## src/rtl/pll_lock_supervisor_pkg.sv

```systemverilog
// Shared types and default constants for the PLL lock supervisor.
// State encoding, parameter defaults and the counter-width helper live here.
package pll_lock_sup_pkg;

    typedef enum logic [2:0] {
        PLL_RESET,
        WAIT_LOCK,
        FILTER,
        HOLDOFF,
        RUN
    } pll_sup_state_t;

    localparam int DEF_SYNC_STAGES    = 2;
    localparam int DEF_PLL_RST_CYCLES = 8;
    localparam int DEF_LOCK_FILTER    = 16;
    localparam int DEF_HOLDOFF        = 1024;
    localparam int DEF_RETRY_TIMEOUT  = 65536;

    localparam int RELOCK_W = 8;

    // Counter only ever reaches (terminal - 1), so clog2 of the largest terminal is enough.
    function automatic int cnt_width(input int a, input int b, input int c, input int d);
        int m;
        m = a;
        if (b > m) m = b;
        if (c > m) m = c;
        if (d > m) m = d;
        return (m < 2) ? 1 : $clog2(m);
    endfunction

endpackage

```

## src/rtl/pll_lock_supervisor_sync_bit.sv

```systemverilog
// Generic N-stage asynchronous-reset flop synchronizer for a single bit.
// All stages reset to 0; q is the last stage.
module sync_bit #(
    parameter int STAGES = 2
) (
    input  logic clk,
    input  logic rst_n,
    input  logic d,
    output logic q
);

    logic [STAGES-1:0] ff;

    always_ff @(posedge clk or negedge rst_n) begin
        if (!rst_n) begin
            ff <= '0;
        end else begin
            ff <= {ff[STAGES-2:0], d};
        end
    end

    assign q = ff[STAGES-1];

endmodule

```

## src/rtl/pll_lock_supervisor.sv

```systemverilog
// Sequences PLL reset and system reset release from the asynchronous PLL lock flag.
// Optional macro PLL_LOCK_SUP_RELOCK_CNT_EN implements the saturating relock counter.
module pll_lock_supervisor
    import pll_lock_sup_pkg::*;
#(
    parameter int SYNC_STAGES    = DEF_SYNC_STAGES,
    parameter int PLL_RST_CYCLES = DEF_PLL_RST_CYCLES,
    parameter int LOCK_FILTER    = DEF_LOCK_FILTER,
    parameter int HOLDOFF        = DEF_HOLDOFF,
    parameter int RETRY_TIMEOUT  = DEF_RETRY_TIMEOUT
) (
    input  logic                clk,
    input  logic                resetn,
    input  logic                pll_locked,
    output logic                pll_rst,
    output logic                sys_rst_n,
    output logic                status_locked,
    output logic [RELOCK_W-1:0] relock_count
);

    localparam int CNT_W = cnt_width(PLL_RST_CYCLES, LOCK_FILTER, HOLDOFF, RETRY_TIMEOUT);

    localparam logic [CNT_W-1:0] RST_LAST     = CNT_W'(PLL_RST_CYCLES - 1);
    localparam logic [CNT_W-1:0] RETRY_LAST   = CNT_W'(RETRY_TIMEOUT - 1);
    localparam logic [CNT_W-1:0] FILTER_LAST  = CNT_W'(LOCK_FILTER - 1);
    localparam logic [CNT_W-1:0] HOLDOFF_LAST = CNT_W'(HOLDOFF - 1);

    pll_sup_state_t   state;
    pll_sup_state_t   state_next;
    logic [CNT_W-1:0] cnt;
    logic [CNT_W-1:0] cnt_next;
    logic             lock_s;
    logic             pll_rst_d;
    logic             sys_rst_n_d;
    logic             status_locked_d;

    sync_bit #(
        .STAGES (SYNC_STAGES)
    ) u_lock_sync (
        .clk   (clk),
        .rst_n (resetn),
        .d     (pll_locked),
        .q     (lock_s)
    );

    // Outputs are registered alongside the state so they change on the transition edge.
    always_ff @(posedge clk or negedge resetn) begin
        if (!resetn) begin
            state         <= PLL_RESET;
            cnt           <= '0;
            pll_rst       <= 1'b1;
            sys_rst_n     <= 1'b0;
            status_locked <= 1'b0;
        end else begin
            state         <= state_next;
            cnt           <= cnt_next;
            pll_rst       <= pll_rst_d;
            sys_rst_n     <= sys_rst_n_d;
            status_locked <= status_locked_d;
        end
    end

    always_comb begin
        state_next = state;
        cnt_next   = cnt + 1'b1;
        unique case (state)
            PLL_RESET: begin
                if (cnt == RST_LAST) state_next = WAIT_LOCK;
            end
            WAIT_LOCK: begin
                if (lock_s)                   state_next = FILTER;
                else if (cnt == RETRY_LAST)   state_next = PLL_RESET;
            end
            FILTER: begin
                if (!lock_s)                  state_next = WAIT_LOCK;
                else if (cnt == FILTER_LAST)  state_next = pll_lock_sup_pkg::HOLDOFF;
            end
            pll_lock_sup_pkg::HOLDOFF: begin
                if (!lock_s)                  state_next = PLL_RESET;
                else if (cnt == HOLDOFF_LAST) state_next = RUN;
            end
            RUN: begin
                cnt_next = '0;
                if (!lock_s) state_next = PLL_RESET;
            end
            default: begin
                state_next = PLL_RESET;
            end
        endcase
        if (state_next != state) cnt_next = '0;
    end

    always_comb begin
        pll_rst_d       = (state_next == PLL_RESET);
        sys_rst_n_d     = (state_next == RUN);
        status_locked_d = (state_next == RUN);
    end

`ifdef PLL_LOCK_SUP_RELOCK_CNT_EN
    logic relock_event;

    // Only a loss from RUN counts; a loss during hold-off is a failed attempt, not a relock.
    assign relock_event = (state == RUN) && (state_next == PLL_RESET);

    always_ff @(posedge clk or negedge resetn) begin
        if (!resetn) begin
            relock_count <= '0;
        end else if (relock_event && (relock_count != '1)) begin
            relock_count <= relock_count + 1'b1;
        end
    end
`else
    assign relock_count = '0;
`endif

endmodule
```

## config.mk

```make
export PLATFORM = sky130hd
export DESIGN_NAME = pll_lock_supervisor
export DESIGN_NICKNAME = d
export VERILOG_FILES = /design/src/rtl/pll_lock_supervisor_pkg.sv /design/src/rtl/pll_lock_supervisor_sync_bit.sv /design/src/rtl/pll_lock_supervisor.sv
export SDC_FILE = /design/constraint.sdc
export NUM_CORES = 1
export LEC_CHECK = 0
export BUFFER_PORTS_ARGS = -buffer_cell sky130_fd_sc_hd__buf_2
export CORE_AREA = 2 2 49 51
export CTS_CLUSTER_DIAMETER = 30
export DETAILED_ROUTE_END_ITERATION = 8
export DIE_AREA = 0 0 51 53
export PLACE_DENSITY = 0.8
export SLEW_MARGIN = 15
export SYNTH_ARGS = -nofsm -noshare
export SYNTH_HDL_FRONTEND = slang
export SYNTH_SLANG_ARGS = --single-unit
```

## constraint.sdc

```tcl
create_clock -name clk -period 3.26 [get_ports clk]
set_clock_uncertainty 0.05 [all_clocks]
set_input_delay 0.489 -clock clk [delete_from_list [all_inputs] [get_ports clk]]
set_output_delay 0.489 -clock clk [all_outputs]
set_load 0.01 [all_outputs]
```

==> flow_summary.ini <==
[route]
drt_wl_total_um = 2190
drc_errors = 0
avgViaCountPerCell = 5.81
drt_first_iter_violations = 25
final_antenna_net_count = 0
vias = 912
drt_pass1_iterations = 4
wire_per_inst_um = 13.9

[clocking]
cts_sinks = 23
tritoncts.num_buffers = 3
cts_tree = yes
cts_hold_buf = 0
cts_repair_resize_count = 0
clkTransAtPathRegs_ps = 120
h-tree-depth = 1
cts-root-buf = clkbuf_4
post_cts.repair.setup_buffers = 0
clockBufferDepth = 2
clock_insertion_delay_worst_skew_ps = 320

[floorplan]
num_io_pins = 14
dieArea_sq_um = 2700
die_w_um = 51
floorplan.core_area_sq_um = 2150
starting_utilization_of_the_core_area_pct = 57.0
die_height_um = 53
row_count = 17

[critical_path]
setup.reg_to_reg.worst_slack_ps = 1160
r2r.worst_path.cells = 6
worst_ep_arrival_time_ps = 2270
timing.rr.end = cnt[11]
critical_path.reg2reg.startpoint = cnt[0]
path_max_fanout = 10
path_class = reg -> reg
crit_required_ps = 3430
critical_path.endpoint_type = register
startpoint_type = register

[sta]
setup_slack_ps = 1160
fmax_mhz = 476
hold_violations = 0
grt_setup_unrepaired = no
final-setup-viol-count = 0
fin_hold_ws_ps = 57.4
total_negative_slack_for_setup_checks_ps = 0
worst-slew-pin-transition_ps = 540
final-max-slew-violation-count = 0
slew_headroom_pct = 63.8
final_period_minus_worst_setup_slack_ps = 2100
final.period_utilization_pct = 64.4

[power]
p_leak_nw = 0.573
power_density_nw_per_um2 = 573
worst_vdd_rail_ir_drop_v = 0.000339

[logic_synthesis]
yosysSeqAreaShare_pct = 47.1
yosysUniqueCellTypes = 32
post_synth.cell_area_avg_sq_um = 9.80
synth.ff_latch_count = 23
synthCells = 125
yosysWarningCount = 0
mappedNetlistArea_sq_um = 1220

[placement]
place.detailed.instances = 153
preCtsSetupSlack_ps = 1200
dpl.hpwl_um = 1630
port_buffers = 5
place_congestion = 0.842

[layout]
synthToLayoutAreaGrowth_pct = 2.04
num-nets-final = 134
layout.cells.non_filler = 157
drive_above_1_share_pct = 10.9
antenna-diode-count = 0

[hold_path]
hp-class = in -> async

[global_route]
antenna_found_initial = 0
grt_pass1_vias = 862
global_route.usage.total_pct = 19.9
grt_pass1_wl_um = 3810
globalRoute.totalOverflow = 0
grt_start_max_net_pins = 24

[outcome]
status = finished, final reports clean

[job]
drv.max_cap_violation_count = 0
## where the power goes
part | switching, W | internal (W) | leakage (nW) | total, W
sequential | 0.0000493 | 0.000330 | 0.307 | 0.000380
combinational | 0.000116 | 0.0000840 | 0.251 | 0.000200
clock | 0.0000880 | 0.0000480 | 0.0150 | 0.000136
total | 0.000253 | 0.000462 | 0.573 | 0.000716
## sequential cells by signal, indices dropped and copies added (netlist names)
name and flops:
cnt 16, state 3, u_lock_sync.ff 2, status_locked 1
pll_rst 1
## layout by cell type (no fill, tap or decap), types with 2 or more instances in the layout
master    Yosys  routed
a211oi_1      2       2
a21boi_0      3       3
a31oi_1       2       2
and3_1        2       2
buf_2         1       5
clkbuf_4      0       3
conb_1        1       8
dfrtp_1      22      22
inv_1         2       2
nand2_1       7       7
nand3_1      11      11
nand4_1       2       2
nor2_1       23      23
nor2b_1       2       2
nor3_1        2       2
nor4_1        4       4
xnor2_1       8       8
xor2_1        8       8
## area by class of cell
type / instances / area [sq um]
inverters: 2 / 7.51
well taps: 28 / 35.0
multi-input cells: 95 / 579
clock buffers: 4 / 26.3
fillers: 175 / 898
repair buffers: 5 / 25.0
flip-flops and latches: 23 / 577
## synth_stat cells, drive strengths merged
cell type,count,area (sq um)
nand4,3,25.0
and4,1,8.76
nand3,11,55.1
nor2b,2,12.5
inv,2,7.51
nor4,4,25.0
buf,11,83.8
xor2,8,70.1
or3b,1,8.76
and3,2,12.5
ha,1,12.5
a211oi,2,15.0
a21boi,3,22.5
clkbuf,1,3.75
dfrtp,22,551
xnor2,8,70.1
a311o,1,11.3
or2,1,6.26
nor3,2,10.0
conb,1,3.75
nor2,23,86.3
a31oi,2,12.5
or3,1,11.3
o31ai,2,28.8
nor4bb,1,10.0
and3b,1,8.76
nand2,7,26.3
dfstp,1,26.3
## worst max path at each step
stage                     endpoint  slack (ps)    from  cells past startpoint
after floorplan            cnt[15]        1400  cnt[0]                      7
after global placement     cnt[13]        1240  cnt[0]                      6
after detailed placement   cnt[11]        1200  cnt[0]                      6
after CTS                  cnt[11]        1190  cnt[0]                      6
after global routing       cnt[11]        1000  cnt[0]                      6
final                      cnt[11]        1160  cnt[0]                      6
## kinds of logic (layout without fill, tap and decap cells)
family          after synthesis  after routing  share of synthesized area [%]
xor+xnor                     16             16                           11.4
compound gates               10             10                           7.35
fa+ha+maj                     1              1                           1.02
simple gates                 60             60                           25.0
buf+inv                      14             11                           7.76
flops                        23             23                           47.1
other cells                   1              8                          0.306
## critical path: stages, from the launching register on
cell	delay [ps]
dfrtp_1	390
ha_1	250
nand3_1	170
or3_4	460
o31ai_4	260
a311o_2	330
nor2_1	90
## metrics by stage
| stage | cell area [sq um] | util [%] | power, W |
|---|---|---|---|
| 2_1_floorplan | 1250 | - | 0.000563 |
| 3_3_place_gp | 1220 | 57.0 | 0.000579 |
| 3_5_place_dp | 1220 | 57.0 | 0.000586 |
| 4_1_cts | 1250 | 58.2 | 0.000719 |
| 5_1_grt | 1250 | 58.2 | 0.000766 |
| 6_report | 1250 | 58.2 | 0.000716 |
## per-layer routing
layer	part of all wire, %	vias to the layer above	global-route usage (%)
li1	-	416	-
met2	49	33	34.0
met5	0	-	0
met3	5.0	7	4.24
met1	43	456	22.1
met4	3.0	0	14.0
Power figures use the tool's default switching activity.
